`src/rtl/rob_status_table.sv`:
```
// rob_status_table: circular reorder-buffer status table with N-wide alloc,
// complete and in-order retire lanes, plus mispredict flush on retirement.
// Ports:
//   clock, reset (async active-low)
//   alloc_cnt -> alloc_idx[N], free_slots         (dispatch side)
//   cmp_valid/idx/mispred/taken/target [N]        (complete side)
//   ret_valid/idx/taken/target [N], flush(+target) (retire side)
module rob_status_table #(
  parameter  int N      = 2,
  parameter  int ROB_SZ = 32,
  localparam int IDX_W  = $clog2(ROB_SZ),
  localparam int AC_W   = $clog2(N + 1),
  localparam int CNT_W  = $clog2(ROB_SZ + 1)
) (
  input  logic                        clock,
  input  logic                        reset,
  input  logic [AC_W-1:0]             alloc_cnt,
  output logic [N-1:0][IDX_W-1:0]     alloc_idx,
  output logic [CNT_W-1:0]            free_slots,
  input  logic [N-1:0]                cmp_valid,
  input  logic [N-1:0][IDX_W-1:0]     cmp_idx,
  input  logic [N-1:0]                cmp_mispred,
  input  logic [N-1:0]                cmp_taken,
  input  logic [N-1:0][31:0]          cmp_target,
  output logic [N-1:0]                ret_valid,
  output logic [N-1:0][IDX_W-1:0]     ret_idx,
  output logic [N-1:0]                ret_taken,
  output logic [N-1:0][31:0]          ret_target,
  output logic                        flush,
  output logic [31:0]                 flush_target
);

  logic [IDX_W-1:0]         head_q, head_d;
  logic [IDX_W-1:0]         tail_q, tail_d;
  logic [CNT_W-1:0]         count_q, count_d;
  logic [ROB_SZ-1:0]        alloc_q, alloc_d;
  logic [ROB_SZ-1:0]        cmp_q, cmp_d;
  logic [ROB_SZ-1:0]        misp_q, misp_d;
  logic [ROB_SZ-1:0]        taken_q, taken_d;
  logic [ROB_SZ-1:0][31:0]  tgt_q, tgt_d;

  logic [CNT_W-1:0]         ret_cnt;
  logic [IDX_W-1:0]         ridx;
  logic                     stop;
  logic [IDX_W-1:0]         widx;

  always_comb begin
    for (int i = 0; i < N; i++) begin
      alloc_idx[i] = tail_q + IDX_W'(i);
    end
  end

  assign free_slots = CNT_W'(ROB_SZ) - count_q;

  // Retire prefix: stops at the first not-ready entry, and right after
  // a retiring mispredicted entry (younger entries are on the wrong path).
  always_comb begin
    ret_valid    = '0;
    ret_idx      = '0;
    ret_taken    = '0;
    ret_target   = '0;
    flush        = 1'b0;
    flush_target = '0;
    ret_cnt      = '0;
    stop         = 1'b0;
    ridx         = '0;
    for (int i = 0; i < N; i++) begin
      ridx = head_q + IDX_W'(i);
      if (!stop && alloc_q[ridx] && cmp_q[ridx]) begin
        ret_valid[i]  = 1'b1;
        ret_idx[i]    = ridx;
        ret_taken[i]  = taken_q[ridx];
        ret_target[i] = tgt_q[ridx];
        ret_cnt       = ret_cnt + CNT_W'(1);
        if (misp_q[ridx]) begin
          flush        = 1'b1;
          flush_target = tgt_q[ridx];
          stop         = 1'b1;
        end
      end else begin
        stop = 1'b1;
      end
    end
  end

  always_comb begin
    head_d  = head_q;
    tail_d  = tail_q;
    count_d = count_q;
    alloc_d = alloc_q;
    cmp_d   = cmp_q;
    misp_d  = misp_q;
    taken_d = taken_q;
    tgt_d   = tgt_q;
    widx    = '0;
    if (flush) begin
      head_d  = '0;
      tail_d  = '0;
      count_d = '0;
      alloc_d = '0;
    end else begin
      // Later lanes overwrite earlier ones on an index collision.
      for (int i = 0; i < N; i++) begin
        widx = cmp_idx[i];
        if (cmp_valid[i] && alloc_q[widx]) begin
          cmp_d[widx]   = 1'b1;
          misp_d[widx]  = cmp_mispred[i];
          taken_d[widx] = cmp_taken[i];
          tgt_d[widx]   = cmp_target[i];
        end
      end
      for (int i = 0; i < N; i++) begin
        if (ret_valid[i]) begin
          alloc_d[ret_idx[i]] = 1'b0;
        end
      end
      for (int i = 0; i < N; i++) begin
        if (AC_W'(i) < alloc_cnt) begin
          widx          = alloc_idx[i];
          alloc_d[widx] = 1'b1;
          cmp_d[widx]   = 1'b0;
          misp_d[widx]  = 1'b0;
        end
      end
      head_d  = head_q + IDX_W'(ret_cnt);
      tail_d  = tail_q + IDX_W'(alloc_cnt);
      count_d = count_q + CNT_W'(alloc_cnt) - ret_cnt;
    end
  end

  always_ff @(posedge clock or negedge reset) begin
    if (!reset) begin
      head_q  <= '0;
      tail_q  <= '0;
      count_q <= '0;
      alloc_q <= '0;
      cmp_q   <= '0;
      misp_q  <= '0;
      taken_q <= '0;
      tgt_q   <= '0;
    end else begin
      head_q  <= head_d;
      tail_q  <= tail_d;
      count_q <= count_d;
      alloc_q <= alloc_d;
      cmp_q   <= cmp_d;
      misp_q  <= misp_d;
      taken_q <= taken_d;
      tgt_q   <= tgt_d;
    end
  end

  a_alloc_cnt: assert property (
    @(posedge clock) disable iff (!reset)
    (int'(alloc_cnt) <= N) && (int'(alloc_cnt) <= int'(free_slots))
  );

endmodule

```
`config.mk`:
```
export PLATFORM = sky130hd
export DESIGN_NAME = rob_status_table
export DESIGN_NICKNAME = d
export VERILOG_FILES = /design/src/rtl/rob_status_table.sv
export SDC_FILE = /design/constraint.sdc
export NUM_CORES = 2
export LEC_CHECK = 0
export BUFFER_PORTS_ARGS = -buffer_cell sky130_fd_sc_hd__buf_2
export CAP_MARGIN = 20
export CORE_MARGIN = 5
export CORE_UTILIZATION = 43
export CTS_CLUSTER_DIAMETER = 80
export DETAILED_ROUTE_END_ITERATION = 10
export SETUP_SLACK_MARGIN = 0.1
export SYNTH_ARGS = -nofsm -noshare
export SYNTH_HDL_FRONTEND = slang
export SYNTH_SLANG_ARGS = --single-unit
```
`constraint.sdc`:
```
create_clock -name clock -period 14.5 [get_ports clock]
set_clock_uncertainty 0.05 [all_clocks]
set_input_delay 2.9 -clock clock [delete_from_list [all_inputs] [get_ports clock]]
set_output_delay 2.9 -clock clock [all_outputs]
set_load 0.03 [all_outputs]
```
# After elaboration in Yosys (flattened, before gate mapping)
# Index checks and enable logic that the tools add are counted.
op_classes:
  n_addsub: 8
  magnitude_cmp: 16
  mux: 96
  bitwise_logic: 14
  n_reduce_logical: 12
op_table:
  columns: ["op", "n"]
  rows:
  - ["two-way mux 1024 bit", 3]
  - ["bitwise mux 1024 bit", 2]
  - ["two-way mux 32 bit", 35]
  - ["binary-select mux 32 bit (select 5 bit)", 2]
  - ["demux 32 bit (select 5 bit)", 2]
  - ["AND 32 bit", 6]
  - ["bitwise mux 32 bit", 4]
  - ["NOT 32 bit", 4]
  - ["bitwise OR 32 bit", 4]
  - ["binary-select mux 1 bit (select 5 bit)", 10]
  - ["less-than comparator 5 x 6 -> 1 bit, second input constant", 8]
  - ["demux 1 bit (select 5 bit)", 6]
  - [">= comparator 5 x 1 -> 1 bit, second input constant", 6]
  - ["two-way mux 1 bit", 26]
  - ["two-way mux 5 bit", 4]
  - ["two-way mux 6 bit", 2]
  - ["logical AND 1 bit", 11]
  - ["adder 5 x 1 -> 5 bit, second input constant", 2]
  - ["adder 6 x 1 -> 6 bit, second input constant", 1]
  - ["adder 6 x 2 -> 6 bit", 1]
  - ["subtractor 6 bit", 1]
  - ["subtractor 6 bit, first input constant", 1]
  - ["adder 5 x 2 -> 5 bit", 1]
  - ["adder 5 bit", 1]
  - ["2 further kinds", 3]
word_totals:
  reg_bits: 1168
  in_bits: 84
  output_inout_bits: 127
  wordCells: 185

# Longest topological paths before layout
depth:
  word_depth: 22
  ltp_mapped: 23

# Worst setup path before layout
# OpenSTA, ideal clock, no wires.
synth_timing:
  path_kind: "flip-flop to output port"
  start: "register head_q[1]"
  end: "output flush_target[13]"
  arrival_time_ns: 3.227
  path_slack_ns: 8.323
  stages_incl_launch_ff: 10
  n_path_buf: 5
  path_cell_list: "dfrtp_1 buf_2 buf_4 buf_2 buf_2 buf_1 mux4_2 mux4_2 mux2i_1 o22ai_1"
synth_via:
  elab_chain_cells: 8
  word_cells_on_any_way: 27
synth_rtl:
  columns: ["element", "line", "text"]
  rows:
  - ["start: declaration", "33", "logic [IDX_W-1:0] head_q, head_d;"]
  - ["start signal: assignment", "133", "head_q <= '0;"]
  - ["start signal: assignment", "142", "head_q <= head_d;"]
  - ["parallel branches: the longest is 7 deep, another holds adder 5 x 1 -> 5 bit", null, null]
  - ["two-way mux 32 bit *", "69", "if (!stop && alloc_q[ridx] && cmp_q[ridx]) begin"]
  - ["end: declaration", "30", "output logic [31:0] flush_target"]
# Mark *: on every way between the ends. The select of a mux whose other input is x is not followed.

# Final worst setup path
layout_timing:
  start: "register head_q[0]"
  end: "output flush_target[20]"
# Same word-level chain as after synthesis.

==> flow_results.org <==
** Outcome
- Run status :: completed

** Final layout
- Compared with the post-synthesis result, the final layout area differs by 9.82%.
- Sequential cell area :: 29200 um2
- For this run, the number of standard cells in the final layout without fillers is 8020.
- In the layout the commonest cells are dfrtp_1 (1164), o22ai_1 (922), a2bb2oi_1 (868).
- In the final design database the tool counted 5770 nets.
- Most common cell after layout, fill and taps aside :: dfrtp_1
- Fraction of final layout cells sized beyond drive strength 1 :: 31.0%
- Number of inserted filler cells in the final layout :: 14815
- Area of the multi-input gates :: 40800 um2

** STA
- Final setup slack of the worst path :: 5230 ps
- Worst slew margin relative to its limit :: 2.69%
- The final count of pins violating max slew came to 0.
- Final setup fails :: 0
- After routing, the total negative slack on setup checks comes to 0 ps.
- Achievable frequency :: 108 MHz
- Setup repair after global routing missed its margin :: no
- The routed design could run at a clock period as short as 9270 ps.
- For the pin with the worst max-slew slack, the measured transition is 1460 ps.
- The total count of hold-check failures in the final report is 0.
- Worst-case hold slack :: 444 ps
- Fin crit share :: 64.0%

** Global route
- Number of antenna violations at the first check in global routing :: 35
- Via count of the first global-routing pass :: 62011
- Remaining Overflow, GRT :: 0
- Wire length of the first global-routing pass :: 480 mm
- Pin count of the biggest net entering global routing :: 185
- Gr usage total :: 37.0%

** Critical path
- Nature of the critical path startpoint :: register
- The setup path with the least slack is of type reg2out.
- Among the stages of the critical path, the cell type that occurs most often is mux4_2.
- Max stage delay on crit path :: 970 ps
- Master of the slowest instance on the critical path :: dfrtp_4
- Req. time, crit path :: 11550 ps
- Highest fanout seen on the critical path :: 133
- Cell Chain, Critical Path :: ha_4, buf_4, buf_12, mux4_2, mux4_2, mux2i_1, o22ai_1, buf_2
- Arr. time, crit path :: 6320 ps
- STA classifies the critical path endpoint as a primary output.

** Clock tree
- The H-tree was split into 4 levels.
- Buffers inserted to repair hold after CTS numbered 0.
- Counting along the longest clock path gives a buffer depth of 3.
- Clock-pin slew was measured on the worst setup and hold paths at 60 ps.
- Clock Latency Late Sink :: 800 ps
- CTS tree :: yes
- The cell sitting at the root of the clock tree is a clkbuf_16.
- Clock tree sinks :: 1168
- Post-CTS Repair Setup Buffers :: 0
- Resized cells post-CTS :: 0
- TritonCTS created 137 clock buffers.

** Place
- Sum of net half-perimeters after detailed placement :: 184 mm
- Counting tap cells, the placed design contains a total of 7735 instances.
- At the end of routability-driven placement, the weighted congestion stood at 0.898.
- Buffers on Ports :: 210
- OpenSTA, run right after detailed placement, puts the worst setup slack at 6180 ps.

** Floorplanning
- The floorplan step defined a die boundary enclosing 178000 um2.
- In this run the vertical extent of the chip is 422 um.
- Measured along the x axis, the die boundary spans 422 um.
- For this configuration, the core starts out at a cell density of 43.2%.
- 211 I/O pins were placed.
- The region available for standard cell placement spans 169000 um2.
- Placement row count :: 151

** Pwr
- Net switching is 39.2% of the power.
- Clock network fraction of total power :: 19.0%
- Per report_power, the sequential group accounts for 32.5% of the total.
- Logic gate share of total power :: 48.6%
- Power comes to 19.9 mW.
- Dividing total power by cell area gives a power density of 248 nW/um2.
- NetSw :: 7.80 mW
- In this run the static leakage power is 30.9 nW.
- Internal power :: 12.1 mW
- Across the VDD grid, the largest voltage drop is 0.000175 V.

** Logic synthesis
- Share of flip-flops with an asynchronous set or reset :: 100%
- Dominant combinational cell family by area after synthesis :: multiplexers
- Synthesized area per cell :: 12.3 um2
- In the synthesized netlist, the number of instances is 5961.
- Number of enable-type register cells in the synthesized netlist :: 0
- The netlist uses 71 different library cells.
- After synthesis, flip-flops and latches occupy 40.0% of the total area.
- Post-synthesis compound-gate area fraction :: 22.3%
- In the synthesized netlist, mux cells make up 26.9% of the area.
- Synthesized netlist net count :: 6071
- The most used flip-flop cell after synthesis is dfrtp_1.
- Counting flops and latches in the post-synthesis netlist gives 1168.
- After Yosys synthesis, full adders, half adders and majority gates account for 0.486% of the synthesized area.
- Post-Synthesis Cell Area :: 73100 um2
- Warnings, synthesis :: 0
- Area share of xor/xnor cells in the synthesized design :: 0.275%
- After Yosys synthesis, and, or, nand and nor cells account for 4.74% of the synthesized area.

** Detailed routing
- Violation count after the first detailed-route iteration :: 10531
- Average detailed-routed wire length per instance :: 42.5 um
- Wire length reported by the detailed router :: 341 mm
- The routed layout has 64934 vias.
- Post-DR vias/cell :: 8.10
- Final ANT Viol Nets :: 0
- For this run, design rule violations remaining after detail routing come to 0.
- First-pass iteration count of the detailed router :: 8

** Job
- Max capacitance violation total :: 0

** Hold path
- The min-delay analysis places its worst path in the category reg2reg.
==> synthesized netlist by cell type (11+ instances only) <==
library cell     n  area share [%]
buf_4           16            0.16
nand3_1        103            0.70
o2bb2a_1        23            0.31
nor2_1         143            0.73
o22ai_1        922             7.9
a22oi_1         31            0.32
a21oi_1         17            0.12
dfrtp_1       1168              40
o211ai_1        14            0.14
mux2_1          24            0.37
a2bb2oi_2       19            0.39
a221oi_4        20            0.72
a311oi_1        18            0.22
mux2i_1         76             1.0
and2_1          25            0.21
inv_1           24            0.12
buf_1           62            0.32
nor2b_1         12            0.10
mux4_2         692              21
and3_1          13            0.11
a2bb2oi_1      868              10
clkbuf_1       581             3.0
nor3b_1         12            0.12
o221ai_1        11            0.13
xnor2_1         17            0.20
o22a_1          37            0.44
o21ai_0         25            0.17
mux2_2         274             4.2
or2_2           70            0.60
buf_2          102            0.70
buf_6           63            0.97
nand2_1        299             1.5
nor3_1          14           0.096
ha_1            22            0.38
a221oi_1        21            0.25
==> path summary, 6_finish.rpt <==
path | start | to | slack [ps] | cells after the start
setup reg to reg | head_q[0] | tgt_q[40] | 6100 | 13
min in group asynchronous | reset | tail_q[0] | 2050 | 1
setup / recovery | head_q[0] | flush_target[20] | 5230 | 8
hold reg to reg | cmp_q[27] | cmp_q[27] | 440 | 1
hold / removal | cmp_q[27] | cmp_q[27] | 440 | 1
max in group asynchronous | reset | tgt_q[596] | 9930 | 3
==> routing by layer <==
| metal | vias to the layer above | part of all wire [%] | track usage, % |
|---|---|---|---|
| met4 | 15 | 7.8 | 24.6 |
| li1 | 23747 | - | - |
| met2 | 6455 | 41 | 50.6 |
| met3 | 1569 | 16 | 17.1 |
| met1 | 33148 | 35 | 46.8 |
| met5 | - | 0.091 | 1.53 |
==> layout make-up <==
class                      count  share of cell area, %
sequential                  1168                   36.4
antenna                       32                 0.0997
tap                         2218                   3.45
multi-input combinational   3939                   50.8
inverter                      29                  0.145
clock inverter                49                  0.864
clock buffer                 200                   5.11
timing repair buffer         385                   3.17
==> per-stage QoR <==
step	area, um2	util [%]
after CTS	80200	47.4
final	80300	47.5
after global routing	80300	47.4
after detailed placement	75400	44.5
after floorplan	73100	-
after global placement	75300	44.5
==> state kept, by name, indices dropped and copies added (netlist names) <==
name and cells:
count_q 6, tail_q 5, cmp_q 32, misp_q 32, head_q 5, tgt_q 1024, alloc_q 32, taken_q 32
==> power by group through the flow <==
| stage | logic (mW) | clock network, mW | registers (mW) |
|---|---|---|---|
| after floorplan | 7.31 | 0 | 5.76 |
| after global placement | 9.31 | 0 | 6.29 |
| after detailed placement | 9.47 | 0 | 6.35 |
| after CTS | 9.49 | 3.77 | 6.33 |
| after global routing | 10.1 | 3.90 | 6.57 |
| final | 9.66 | 3.78 | 6.45 |
==> logic make-up after synthesis <==
family,count (synthesis)
XOR/XNOR,23
multiplexers,1066
AO/OA/AOI/OAI,2084
flip-flops,1168
adder cells (fa/ha/maj),26
buffers and inverters,854
AND/OR/NAND/NOR,740
==> critical path: cells and delay by family (launching register included) <==
kind,cells,cell delay (ps)
AOI/OAI and AO/OA,1,130
adders and majority gates,1,790
buffers and inverters,3,1720
DFF,1,970
muxes,3,1580
Note: power is estimated with default switching activity, not from simulation.
